--- config.mk ---
export PLATFORM = sky130hd
export DESIGN_NAME = rev_level_fsm
export DESIGN_NICKNAME = d
export VERILOG_FILES = /design/src/rtl/rev_level_fsm.sv
export SDC_FILE = /design/constraint.sdc
export NUM_CORES = 1
export LEC_CHECK = 0
export ABC_AREA = 0
export BUFFER_PORTS_ARGS = -buffer_cell sky130_fd_sc_hd__buf_2
export CAP_MARGIN = 0
export CORE_UTILIZATION = 51
export CTS_CLUSTER_DIAMETER = 40
export DETAILED_ROUTE_END_ITERATION = 16
export HOLD_SLACK_MARGIN = 0.08
export PLACE_DENSITY = 0.77
export SLEW_MARGIN = 20
export SYNTH_ARGS = -nofsm -noshare
export SYNTH_HDL_FRONTEND = slang
export SYNTH_SLANG_ARGS = --single-unit
--- constraint.sdc ---
create_clock -name clk -period 3 [get_ports clk]
set_input_delay 0.3 -clock clk [delete_from_list [all_inputs] [get_ports clk]]
set_output_delay 0.3 -clock clk [all_outputs]
set_load 0.1 [all_outputs]
--- src/rtl/rev_level_fsm.sv ---
// rev_level_fsm -- engine revolution level tracker.
//
// Follows the requested level R one step at a time. A step only commits once the
// same step target has been seen for HOLD_CYCLES consecutive cycles. A request
// above MAX_LEVEL latches FAULT until the enable drops. All outputs are registered.
//
// Ports:
//   clk         rising-edge clock
//   reset       synchronous, active-high; overrides everything
//   A           enable (1 = engine on)
//   R           requested level, sampled every cycle
//   C           current level (0 in OFF and FAULT)
//   qualifying  1 while a valid step request is being held (hold count nonzero)
//   step        one-cycle pulse in the first cycle C shows a new level
//   fault       1 while in FAULT
module rev_level_fsm #(
    parameter int LEVEL_W     = 2,
    parameter int MAX_LEVEL   = 3,
    parameter int HOLD_CYCLES = 4,
    parameter int ALLOW_DOWN  = 1
) (
    input  logic               clk,
    input  logic               reset,
    input  logic               A,
    input  logic [LEVEL_W-1:0] R,
    output logic [LEVEL_W-1:0] C,
    output logic               qualifying,
    output logic               step,
    output logic               fault
);

    localparam logic [1:0] ST_OFF   = 2'd0;
    localparam logic [1:0] ST_RUN   = 2'd1;
    localparam logic [1:0] ST_FAULT = 2'd2;

    // Level compares are done one bit wider so C+1 cannot wrap at the top code.
    localparam int              EW      = LEVEL_W + 1;
    localparam logic [EW-1:0]   E_ONE   = EW'(1);
    localparam logic [EW-1:0]   E_TWO   = EW'(2);
    localparam logic [EW-1:0]   E_MAX   = EW'(MAX_LEVEL);
    localparam int              Q_W     = $clog2(HOLD_CYCLES + 1);
    localparam logic [Q_W-1:0]  Q_ONE   = Q_W'(1);
    localparam logic [Q_W-1:0]  Q_HOLD  = Q_W'(HOLD_CYCLES);

    logic [1:0]         state_q, state_d;
    logic [LEVEL_W-1:0] c_q, c_d;
    logic [LEVEL_W-1:0] ht_q, ht_d;
    logic [Q_W-1:0]     q_q, q_d;
    logic               qual_q, qual_d;
    logic               step_q, step_d;
    logic               fault_q, fault_d;

    logic [EW-1:0]      r_ext, c_ext;
    logic               up_ok, down_ok, valid;
    logic [Q_W-1:0]     cnt_nxt;

    always_comb begin
        r_ext   = {1'b0, R};
        c_ext   = {1'b0, c_q};
        up_ok   = (r_ext == c_ext + E_ONE);
        // Stepping down to 0 is never a step; only dropping A reaches 0.
        down_ok = (ALLOW_DOWN != 0) && (c_ext >= E_TWO) && (r_ext == c_ext - E_ONE);
        valid   = (r_ext <= E_MAX) && (up_ok || down_ok);
        // A new target (including a direction reversal) restarts the count at 1.
        cnt_nxt = ((q_q == '0) || (R != ht_q)) ? Q_ONE : q_q + Q_ONE;

        state_d = state_q;
        c_d     = c_q;
        ht_d    = ht_q;
        q_d     = q_q;
        qual_d  = qual_q;
        step_d  = 1'b0;
        fault_d = fault_q;

        if (!A) begin
            state_d = ST_OFF;
            c_d     = '0;
            ht_d    = '0;
            q_d     = '0;
            qual_d  = 1'b0;
            step_d  = (c_q != '0);
            fault_d = 1'b0;
        end else if (state_q == ST_FAULT || r_ext > E_MAX) begin
            // FAULT is sticky while enabled, whatever R does.
            state_d = ST_FAULT;
            c_d     = '0;
            q_d     = '0;
            qual_d  = 1'b0;
            fault_d = 1'b1;
        end else if (valid) begin
            ht_d = R;
            if (cnt_nxt == Q_HOLD) begin
                state_d = ST_RUN;
                c_d     = R;
                step_d  = 1'b1;
                q_d     = '0;
                qual_d  = 1'b0;
            end else begin
                q_d    = cnt_nxt;
                qual_d = 1'b1;
            end
        end else begin
            // Level held or a multi-level skip: drop any pending qualification.
            q_d    = '0;
            qual_d = 1'b0;
        end
    end

    always_ff @(posedge clk) begin
        if (reset) begin
            state_q <= ST_OFF;
            c_q     <= '0;
            ht_q    <= '0;
            q_q     <= '0;
            qual_q  <= 1'b0;
            step_q  <= 1'b0;
            fault_q <= 1'b0;
        end else begin
            state_q <= state_d;
            c_q     <= c_d;
            ht_q    <= ht_d;
            q_q     <= q_d;
            qual_q  <= qual_d;
            step_q  <= step_d;
            fault_q <= fault_d;
        end
    end

    assign C          = c_q;
    assign qualifying = qual_q;
    assign step       = step_q;
    assign fault      = fault_q;

endmodule

# == Word level (Yosys, flattened, before mapping) ==
# Cells that the tools add are included.
# word_totals
reg_bits,12
latch_bits,0
ramBits,0
mem_bits_ro,0
inputBits,5
output_inout_bits,5
wordCells,43
mem_count,0
# op_classes
n_addsub,3
n_mul,0
div,0
order_cmp,1
eq_ne,5
n_shift,0
muxes,9
bitwise,3
reduce_logical,14
# ops
cell,count
2-bit by 3-bit equality test with 1-bit output,2
2-bit 2-to-1 mux,3
2-bit AND reduction,3
2-bit nonzero test,3
1-bit 2-to-1 mux,5
5-bit OR reduction,1
4-bit OR reduction,1
2-bit by 1-bit adder with 3-bit output (second input constant),1
3-bit by 1-bit adder with 3-bit output (second input constant),1
3-bit equality test (second input constant),1
3-bit zero test,1
3-bit 2-to-1 mux,1
1-bit inverter,3
3-bit OR reduction,1
2-bit by 1-bit subtractor with 3-bit output (second input constant),1
2-bit equality test (second input constant),1
2-bit greater-or-equal comparator (second input constant),1
1-bit logical OR,2
2-bit != test,1
2-bit OR reduction,1
1-bit logical AND,1

# == Longest topological paths before layout ==
# Gate-level depths: netlist of run 1.
# logic_depth
ltp_word,8
depth_mapped,6
depth_no_buf,6

# == Least setup slack after synthesis of run 1 ==
# No wires, ideal clock.
# synth_path
path_type,flip-flop to flip-flop
startpoint,"reg c_q[0], in the netlist C[0]"
endpoint,reg state_q[1]
setup_ns,0.116
arrival_time_ns,2.649
path_slack_ns,0.235
path_stages_with_launch,7
period_less_slack_ns,2.765
path_cell_list,dfxtp_1 > inv_1 > ha_1 > xor2_1 > mux2i_2 > nand4_2 > o211a_1
# synth_between
elab_chain_cells,6
elab_cells_between_ends,9
cone_classes,2 x add/sub; 1 x order compare; 2 x eq/ne; 4 x reduce/logical
# synth_lines
item,line,text
start: declaration,46,"logic [LEVEL_W-1:0] c_q, c_d;"
start signal: assignment,112,c_q <= '0;
start signal: assignment,120,c_q <= c_d;
2-bit by 1-bit subtractor with 3-bit output,62,down_ok = (ALLOW_DOWN != 0) && (c_ext >= E_TWO) && (r_ext == c_ext - E_ONE);
2-bit by 3-bit equality test with 1-bit output,62,
1-bit logical AND,62,
1-bit logical OR *,63,valid = (r_ext <= E_MAX) && (up_ok || down_ok);
2-bit nonzero test (no source line) *,-,
2-bit AND reduction (no source line) *,-,
end signal: assignment,119,state_q <= state_d;
end: declaration,45,"logic [1:0] state_q, state_d;"
# Every way passes the cells marked *; elsewhere a longest branch is shown, timed or not.
# A chain may end at the register's enable or synchronous reset.

# == Final worst setup path of run 1 ==
# Same ends and word-level chain as after synthesis.

==> run summary, run 1 <==
• outcome: complete, no violations
• Reg2Reg Depth: 6
• detail-routed net length per standard cell: 12.8 um
• required arrival time at the worst endpoint: 3.17 ns
• hold buffer count at CTS: 0
• remaining max-slew budget at the tightest pin: 65.3%
• Core ar.: 1160 um^2
• origin of the worst setup path: C[0]
• synthesized net count: 80
• Die Ht: 38.1 um
• width of the die: 38.1 um
• final wirelength: 1220 um
• most frequently used cell type in the post-synthesis netlist: dfxtp_1
• ANT nets after route: 0
• leading cell types by total area after synthesis: dfxtp_1 (36%), ha_1 (11%), xor2_1 (5.3%), inv_1 (3.4%), nand4_1 (2.8%)
• combinational share of power: 8.2%
• count of yosys warnings during synthesis: 0
• total leakage power: 0.330 nW
• number of fill cells: 98
• number of synthesized flops with an enable pin: 0
• area taken by multi-input logic gates: 397 um^2
• clock period minus final worst setup slack: 2.13 ns
• weighted congestion at the end of routability-driven global placement: 0.841
• post-synth top area cell: dfxtp_1
• synthesis-to-finish area growth: 14.1%
• placed cells: 91
• Finished Core Util: 65.6%
• number of global-route vias before repair: 461
• cell area power density: 417 nW/um^2
• CTS sink cnt: 12
• fraction of layout instances using a drive strength above 1: 24.7%
• latest clock arrival within the worst-skew pair: 0.28 ns
• row cnt: 12
• Critical Path AT: 2.29 ns
• aggregate global-route resource usage: 20.6%
• total congestion overflow after global routing: 0
• drt via density: 5.33
• Cell variety after synth: 31
• Die Area: 1450 um^2
• clock power share: 40.6%
• endpoint of the worst register-to-register path: state_q[1]
• CP Class: flip-flop to flip-flop
• worst clock skew on the final layout: 0.00556 ns
• Avg Inst Size Synth: 9.63 um^2
• internal portion of total power: 0.000244 W
• TritonCTS clock tree: built
• detailed-routing iteration count for the pre-antenna-repair pass: 4
• count of state elements after synthesis: 12
• TritonCTS buffer count: 3
• Max Clk Rate: 0.470 GHz
• HPWL Detailed: 953 um
• Setup Viol. Count Final: 0
• MaxCap Viol Count: 0
• fraction of synthesized cell area taken by the top area cell type: 36.2%
• switching portion of total power: 23.0%
• actual transition at the worst max-transition pin: 0.516 ns
• initial core utilization: 57.5%
• netlist area before placement: 664 um^2
• number of inserted diodes: 0
• maximum ir drop on the vdd rail: 0.214 mV
• ys async rst share: 0%
• final non-filler cell total: 95
• final cycle utilization of the critical path: 70.9%
• kind of end point of the critical path: flip-flop
• DR iter-0 viols: 10
• register clock-pin slew on the reported worst setup and hold paths: 0.08 ns
• CP max FO: 6
• count of cells resized by post-cts repair: 0
• Clock Root Buffer: clkbuf_4
• Fin. Hold Viols: 0
• CTS Buffer Depth: 2
• sum of negative setup slack: 0 ns
• part of the total power dissipated in sequential elements: 51.2%
• via count: 506
• Sequential cell area: 240 um^2
• Switching Power: 0.0000726 W
• Most used DFF post-synth: dfxtp_1
• Post-layout nets: 93
• sequential-to-total area share from yosys stat: 36.2%
• post-synthesis instance total: 69
• most common library cells after synthesis: dfxtp_1 (12), ha_1 (6), inv_1 (6)
• number of DRC violations after detailed routing: 0
• Port Buf Inserts: 9
• setup slack of the most critical reg-to-reg path: 0.87 ns
• crit start category: flip-flop
• initial antenna violation count: 0
• largest net degree at the start of global routing: 8
• Top-Level Pins: 10
• kind of path behind the tightest hold check: primary input to flip-flop
• Final Slew Violations: 0
• end of the critical path: state_q[1]
• global-route wire length before repair: 1950 um
• setup bufs post-CTS: 0
• H-Tree Level Count: 1
• Critical R2R Launch: C[0]
• RSZ-0062 raised after global routing: no
-- worst min path at each step --
| stage | slack (ns) | endpoint | startpoint | depth (start not counted) |
|---|---|---|---|---|
| floorplan | 0.41 | step | A | 1 |
| global route | 0.24 | step | reset | 2 |
| detailed placement | 0.46 | fault | fault | 2 |
| global placement | 0.45 | state_q[1] | state_q[1] | 1 |
| finish | 0.25 | step | A | 2 |
| CTS | 0.23 | step | A | 2 |
-- sequential cells by signal, indices dropped and copies added, names as in the netlist --
signal,cells
q_q,3
qualifying,1
C,2
step,1
state_q,2
ht_q,2
fault,1
-- logic make-up after synthesis --
| logic type | synth area share (%) |
|---|---|
| fa+ha+maj | 11.3 |
| simple gates | 19.6 |
| flops | 36.2 |
| compound gates | 15.6 |
| buf+inv | 4.14 |
| xor+xnor | 7.91 |
| mux | 5.27 |
-- power groups by stage --
stage / clock network [W] / registers, W / logic, W
5_1_grt: 0.000141 / 0.000162 / 0.0000287
4_1_cts: 0.000134 / 0.000162 / 0.0000259
2_1_floorplan: 0 / 0.000168 / 0.0000166
6_report: 0.000128 / 0.000162 / 0.0000259
3_3_place_gp: 0 / 0.000166 / 0.0000254
3_5_place_dp: 0 / 0.000166 / 0.0000259
-- through the flow --
stage               power (W)  cell area (um^2)  worst slack, ns  hold slack [ns]
finish               0.000316               758            0.873            0.246
floorplan            0.000185               664            0.235            0.414
global route         0.000331               758            0.735            0.242
CTS                  0.000322               758            0.858            0.235
global placement     0.000191               722            0.982            0.447
detailed placement   0.000192               722            0.881            0.461
-- layer usage --
metal	part of all wire, %	track usage, %	up-vias
met2	48	30.5	14
li1	-	-	266
met3	4.8	10.5	0
met4	0	8.04	0
met1	47	25.1	226
met5	0	0	-
-- layout by cell type, fill, tap and decap left out, types with 2 or more instances in the layout --
cell and n:
nand2_1 2, xnor2_1 2, nor2b_1 3, buf_2 9
clkbuf_4 3, a21oi_1 3, ha_1 6, inv_1 6
o21ai_0 2, nand4_1 3, dfxtp_1 12, nor2_1 3
nand2b_1 2, xor2_1 4, nand3_1 3
-- area by class of cell --
cell class	instances	area share [%]
multi-input cells	50	52.3
flip-flops and latches	12	31.7
repair buffers	9	5.94
clock buffers	4	4.79
inverters	6	2.97
well taps	14	2.31
-- critical path: stages (launching register included) --
cell	delay, ns
dfxtp_1	0.43
inv_1	0.15
ha_1	0.32
xor2_1	0.25
mux2i_2	0.41
nand4_2	0.21
o211a_1	0.26
No activity file was read; power rests on OpenSTA's default activity.
==> run 2, diff against run 1 <==
--- a/config.mk
+++ b/config.mk
@@ -8,11 +8,11 @@
 export ABC_AREA = 0
 export BUFFER_PORTS_ARGS = -buffer_cell sky130_fd_sc_hd__buf_2
 export CAP_MARGIN = 0
-export CORE_UTILIZATION = 51
+export CORE_UTILIZATION = 47
 export CTS_CLUSTER_DIAMETER = 40
 export DETAILED_ROUTE_END_ITERATION = 16
 export HOLD_SLACK_MARGIN = 0.08
-export PLACE_DENSITY = 0.77
+export PLACE_DENSITY = 0.74
 export SLEW_MARGIN = 20
 export SYNTH_ARGS = -nofsm -noshare
 export SYNTH_HDL_FRONTEND = slang
==> constraint.sdc (replaced) <==
create_clock -name clk -period 1.85 [get_ports clk]
set_input_delay 0.185 -clock clk [delete_from_list [all_inputs] [get_ports clk]]
set_output_delay 0.185 -clock clk [all_outputs]
set_load 0.1 [all_outputs]
==> run 2 against run 1 <==
Non-clock buffer count increased by 3. First-iteration DRC count is 40% lower. Flip-flop and latch count unchanged. Sequential power up 60%. Routed wire length increased by 13%. Die area is 8.0% higher. Power is 65% higher. Clock-buffer cell count unchanged. Largest power group unchanged.
==> run summary, run 2 (same netlist as run 1, synthesis figures left out) <==
• crit start category: flip-flop
• CTS sink cnt: 12, unchanged
• CP max FO: 6, unchanged
• setup slack of the most critical reg-to-reg path: 0.1 ns, -0.78 ns
• width of the die: 39.6 um, +3.9%
• register clock-pin slew on the reported worst setup and hold paths: 0.08 ns, about the same
• required arrival time at the worst endpoint: 2.03 ns, -1.14 ns
• RSZ-0062 raised after global routing: no
• drt via density: 5.44, +2.2%
• worst clock skew on the final layout: 0.00215 ns, -0.00341 ns
• Critical R2R Launch: C[0]
• global-route wire length before repair: 2170 um, +12%
• placed cells: 95, +4.4%
• cell area power density: 644 nW/um^2, +54%
• register name with the most flops: q_q
• most frequent standard cell in the layout excluding fill and tap cells: dfxtp_1
• part of the total power dissipated in sequential elements: 49.7%, -1.5 points
• internal portion of total power: 0.000394 W, +62%
• Sequential cell area: 248 um^2, +3.1%
• actual transition at the worst max-transition pin: 0.487 ns, -0.0287 ns
• number of fill cells: 109, +11%
• clock power share: 41.6%, +1.0 points
• Post-layout nets: 96, +3.2%
• MaxCap Viol Count: 0, unchanged
• most frequent cells in the layout: dfxtp_1 (10), buf_2 (9), ha_1 (5), inv_1 (4)
• total congestion overflow after global routing: 0, unchanged
• area post-placement: 776 um^2, +7.5%
• maximum ir drop on the vdd rail: 0.519 mV, +140%
• Switching Power: 0.000129 W, +77%
• clock period minus final worst setup slack: 1.75 ns, -0.375 ns
• detailed-routing iteration count for the pre-antenna-repair pass: 4, unchanged
• ANT nets after route: 0, unchanged
• Top-Level Pins: 10, unchanged
• CP Class: flip-flop to flip-flop
• Reg2Reg Depth: 6, unchanged
• number of inserted diodes: 0, unchanged
• TritonCTS buffer count: 3, unchanged
• DR iter-0 viols: 6, -4
• row cnt: 13, +1
• origin of the worst setup path: C[0]
• kind of end point of the critical path: flip-flop
• Clock Root Buffer: clkbuf_4
• final non-filler cell total: 99, +4.2%
• CTS Buffer Depth: 2, unchanged
• Final Slew Violations: 0, unchanged
• post-layout instance area: 812 um^2, +7.1%
• outcome: complete, no violations
• endpoint of the worst hold-timing path: step
• hold path cells: 2, unchanged
• final cycle utilization of the critical path: 94.7%, +24 points
• latest clock arrival within the worst-skew pair: 0.28 ns, about the same
• Final Hold Slack: 0.128 ns, -0.117 ns
• final wirelength: 1380 um, +13%
• Die Area: 1570 um^2, +8.0%
• source of the worst hold timing path: A
• TritonCTS clock tree: built
• area taken by multi-input logic gates: 417 um^2, +5.0%
• initial core utilization: 51.1%, -6.4 points
• number of DRC violations after detailed routing: 0, unchanged
• hold buffer count at CTS: 0, unchanged
• fraction of layout instances using a drive strength above 1: 34.5%, +9.8 points
• Die Ht: 39.6 um, +3.9%
• kind of path behind the tightest hold check: primary input to flip-flop
• Setup Viol. Count Final: 0, unchanged
• setup bufs post-CTS: 0, unchanged
• via count: 539, +6.5%
• switching portion of total power: 24.6%, +1.7 points
• Critical Path AT: 1.93 ns, -0.36 ns
• Max Clk Rate: 0.571 GHz, +21%
• Finished Core Util: 62.4%, -3.2 points
• sum of negative setup slack: 0 ns, unchanged
• count of cells resized by post-cts repair: 0, unchanged
• detail-routed net length per standard cell: 14.0 um, +8.9%
• Core ar.: 1300 um^2, +13%
• Fin. Hold Viols: 0, unchanged
• aggregate global-route resource usage: 21.9%, +1.4 points
• combinational share of power: 8.7%, +0.5 points
• synthesis-to-finish area growth: 22.2%
• weighted congestion at the end of routability-driven global placement: 0.867, +3.1%
• endpoint of the worst register-to-register path: state_q[1]
• H-Tree Level Count: 1, unchanged
• initial antenna violation count: 0, unchanged
• number of flip-flops under the largest register name: 3, unchanged
• Port Buf Inserts: 9, unchanged
• largest net degree at the start of global routing: 8, unchanged
• total leakage power: 0.351 nW, +6.6%
• remaining max-slew budget at the tightest pin: 67.7%, +2.4 points
• HPWL Detailed: 1070 um, +13%
• number of global-route vias before repair: 474, +2.8%
==> run 2: cell types whose count changed in the layout (fill, tap and decap cells not counted) <==
cell	change
inv_2	+1
buf_4	+3
dfxtp_4	+2
ha_1	-1
xor2_2	+1
xor2_1	-1
inv_1	-2
dfxtp_1	-2
ha_4	+1
inv_4	+1
==> run 2: cell type report <==
class | instances | share of cell area (%)
tap | 15 | 2.31
sequential | 12 | 30.5
inverter | 6 | 3.08
multi-input combinational | 50 | 51.3
clock buffer | 4 | 4.47
timing repair buffer | 12 | 8.32
==> run 2: metrics by stage <==
step | setup slack (ns) | total power, W
global placement | 0.162 | 0.000310
detailed placement | 0.102 | 0.000311
CTS | 0.0856 | 0.000521
global route | 0.0147 | 0.000533
floorplan | -0.120 | 0.000297
finish | 0.0981 | 0.000523
==> run 2: worst max path at each step <==
stage,slack [ns],cells past startpoint,end
after CTS,0.09,6,state_q[1]
after global placement,0.16,6,state_q[1]
after floorplan,-0.12,6,state_q[1]
after global routing,0.01,6,state_q[1]
after detailed placement,0.10,6,state_q[1]
final,0.1,6,state_q[1]
==> run 2: metal layers <==
metal	GRT usage (%)	wire (um)	vias to the layer above	part of all wire (%)
met1	27.9	639	254	46
met5	0	0	-	0
met4	15.5	36	0	2.6
li1	-	-	271	-
met3	1.70	28	4	2.0
met2	34.4	678	10	49
==> run 2: worst max-delay path: stages (launching register included) <==
cell,delay (ns)
dfxtp_4,0.39
inv_4,0.06
ha_4,0.24
xor2_2,0.21
mux2i_2,0.29
nand4_2,0.20
o211a_1,0.26
==> run 2: power groups by stage <==
| stage | Combinational, W | Sequential, W | Clock (W) |
|---|---|---|---|
| finish | 0.0000455 | 0.000260 | 0.000217 |
| global route | 0.0000492 | 0.000260 | 0.000223 |
| CTS | 0.0000450 | 0.000260 | 0.000216 |
| detailed placement | 0.0000448 | 0.000266 | 0 |
| global placement | 0.0000441 | 0.000266 | 0 |
| floorplan | 0.0000271 | 0.000269 | 0 |
==> run 3, diff against run 2 <==
--- a/config.mk
+++ b/config.mk
@@ -12,7 +12,7 @@
 export CTS_CLUSTER_DIAMETER = 40
 export DETAILED_ROUTE_END_ITERATION = 16
 export HOLD_SLACK_MARGIN = 0.08
-export PLACE_DENSITY = 0.74
+export PLACE_DENSITY_LB_ADDON = 0.05
 export SLEW_MARGIN = 20
 export SYNTH_ARGS = -nofsm -noshare
 export SYNTH_HDL_FRONTEND = slang
==> run 3 against run 2 <==
Global-route usage down 2.0 points. Highest routed layer unchanged. Sequential share of layout area unchanged. Utilization unchanged. Clock-buffer cell count unchanged. Clock power down 4%. Power down 1.9%. Via count up 0.19%. Flip-flop and latch count unchanged. Critical endpoint is now ht_q[1]. Clock skew about the same. Routed wire length down 5.9%.
==> run summary, run 3 (same netlist as run 1, synthesis figures left out) <==
• Finished Core Util: 62.4%, unchanged
• drt via density: 5.45, +0.19%
• hold buffer count at CTS: 0, unchanged
• DR iter-0 viols: 11, +5
• row cnt: 13, unchanged
• ANT nets after route: 0, unchanged
• Core ar.: 1300 um^2, unchanged
• post-layout worst setup margin: 0.111 ns, +0.0126 ns
• CTS sink cnt: 12, unchanged
• width of the die: 39.6 um, unchanged
• total leakage power: 0.351 nW, unchanged
• synthesis-to-finish area growth: 22.2%, unchanged
• MaxCap Viol Count: 0, unchanged
• TritonCTS buffer count: 3, unchanged
• Port Buf Inserts: 9, unchanged
• via count: 540, +0.19%
• CP max FO: 6, unchanged
• outcome: complete, no violations
• sum of negative setup slack: 0 ns, unchanged
• clock period minus final worst setup slack: 1.74 ns, -0.0126 ns
• number of global-route vias before repair: 461, -2.7%
• CTS Buffer Depth: 2, unchanged
• required arrival time at the worst endpoint: 2.01 ns, -0.02 ns
• CP Class: flip-flop to flip-flop
• Critical Path AT: 1.90 ns, -0.03 ns
• HPWL Detailed: 1060 um, -1.4%
• cell area power density: 631 nW/um^2, -1.9%
• register name with the most flops: q_q
• Die Area: 1570 um^2, unchanged
• H-Tree Level Count: 1, unchanged
• initial antenna violation count: 0, unchanged
• global-route wire length before repair: 1950 um, -10%
• Final Slew Violations: 0, unchanged
• total congestion overflow after global routing: 0, unchanged
• initial core utilization: 51.1%, unchanged
• worst clock skew on the final layout: 0.00229 ns, +0.000137 ns
• Setup Viol. Count Final: 0, unchanged
• kind of end point of the critical path: flip-flop
• setup bufs post-CTS: 0, unchanged
• TritonCTS clock tree: built
• RSZ-0062 raised after global routing: no
• overall power consumption: 0.000513 W, -1.9%
• number of DRC violations after detailed routing: 0, unchanged
• placed cells: 95, unchanged
• Post-layout nets: 96, unchanged
• latest clock arrival within the worst-skew pair: 0.27 ns, about the same
• Die Ht: 39.6 um, unchanged
• final non-filler cell total: 99, unchanged
• most frequent cells in the layout: dfxtp_1 (10), buf_2 (9), ha_1 (5), inv_1 (4)
• Top-Level Pins: 10, unchanged
• Fin. Hold Viols: 0, unchanged
• kind of path behind the tightest hold check: primary input to flip-flop
• crit start category: flip-flop
• maximum ir drop on the vdd rail: 0.474 mV, -8.7%
• detail-routed net length per standard cell: 13.2 um, -5.9%
• count of cells resized by post-cts repair: 0, unchanged
• fraction of layout instances using a drive strength above 1: 34.5%, unchanged
• final cycle utilization of the critical path: 94.0%, -0.68 points
• Max Clk Rate: 0.575 GHz, +0.73%
• final wirelength: 1300 um, -5.9%
• largest net degree at the start of global routing: 8, unchanged
• detailed-routing iteration count for the pre-antenna-repair pass: 4, unchanged
• aggregate global-route resource usage: 19.9%, -2.0 points
• number of inserted diodes: 0, unchanged
• number of flip-flops under the largest register name: 3, unchanged
• remaining max-slew budget at the tightest pin: 67.5%, -0.26 points
• Clock Root Buffer: clkbuf_4
• weighted congestion at the end of routability-driven global placement: 0.825, -4.8%
• most frequent standard cell in the layout excluding fill and tap cells: dfxtp_1
• minimum setup slack after placement: 0.107 ns, +0.00447 ns
• register clock-pin slew on the reported worst setup and hold paths: 0.07 ns, about the same
• actual transition at the worst max-transition pin: 0.491 ns, +0.00398 ns
==> run 3: cell counts in the layout (fill, tap and decap cells not counted) <==
Identical to the previous run, type by type.
==> run 3: final cells by class <==
| class | count | area (um^2) |
|---|---|---|
| multi-input combinational | 50 | 417 |
| fill | 129 | 489 |
| inverter | 6 | 25.0 |
| sequential | 12 | 248 |
| clock buffer | 4 | 36.3 |
| tap | 15 | 18.8 |
| timing repair buffer | 12 | 67.6 |
==> run 3: worst paths after layout <==
kind | endpoint | slack [ns] | depth (start not counted) | start
max | ht_q[1] | 0.11 | 6 | C[0]
min | step | 0.14 | 2 | reset
max reg2reg | ht_q[1] | 0.11 | 6 | C[0]
min reg2reg | state_q[1] | 0.46 | 1 | state_q[1]
==> run 3: metal layers <==
layer | track usage [%] | wire length (um) | vias up | share of wire (%)
met2 | 30.7 | 586 | 18 | 45
met5 | 0 | 0 | - | 0
met1 | 25.1 | 604 | 246 | 46
met4 | 12.9 | 31 | 0 | 2.4
li1 | - | - | 271 | -
met3 | 3.41 | 78 | 5 | 6.0
==> run 3: per-stage QoR <==
step | hold slack, ns | cell area (um^2)
floorplan | 0.299 | 694
global placement | 0.418 | 776
detailed placement | 0.432 | 776
CTS | 0.135 | 812
global route | 0.147 | 812
finish | 0.141 | 812
==> run 3: where the power goes <==
| group | total, W | leakage, nW | internal [W] | switching, W |
|---|---|---|---|---|
| clock | 0.000208 | 0.0210 | 0.000120 | 0.0000881 |
| sequential | 0.000260 | 0.0986 | 0.000258 | 0.00000197 |
| combinational | 0.0000453 | 0.232 | 0.0000165 | 0.0000288 |
| total | 0.000513 | 0.351 | 0.000394 | 0.000119 |
==> run 3: critical path, cell delays in order (launching register included) <==
cell and delay (ns):
dfxtp_4 0.39, inv_4 0.06, ha_4 0.24, xor2_2 0.21, mux2_2 0.38, o31ai_1 0.25, a21oi_1 0.10
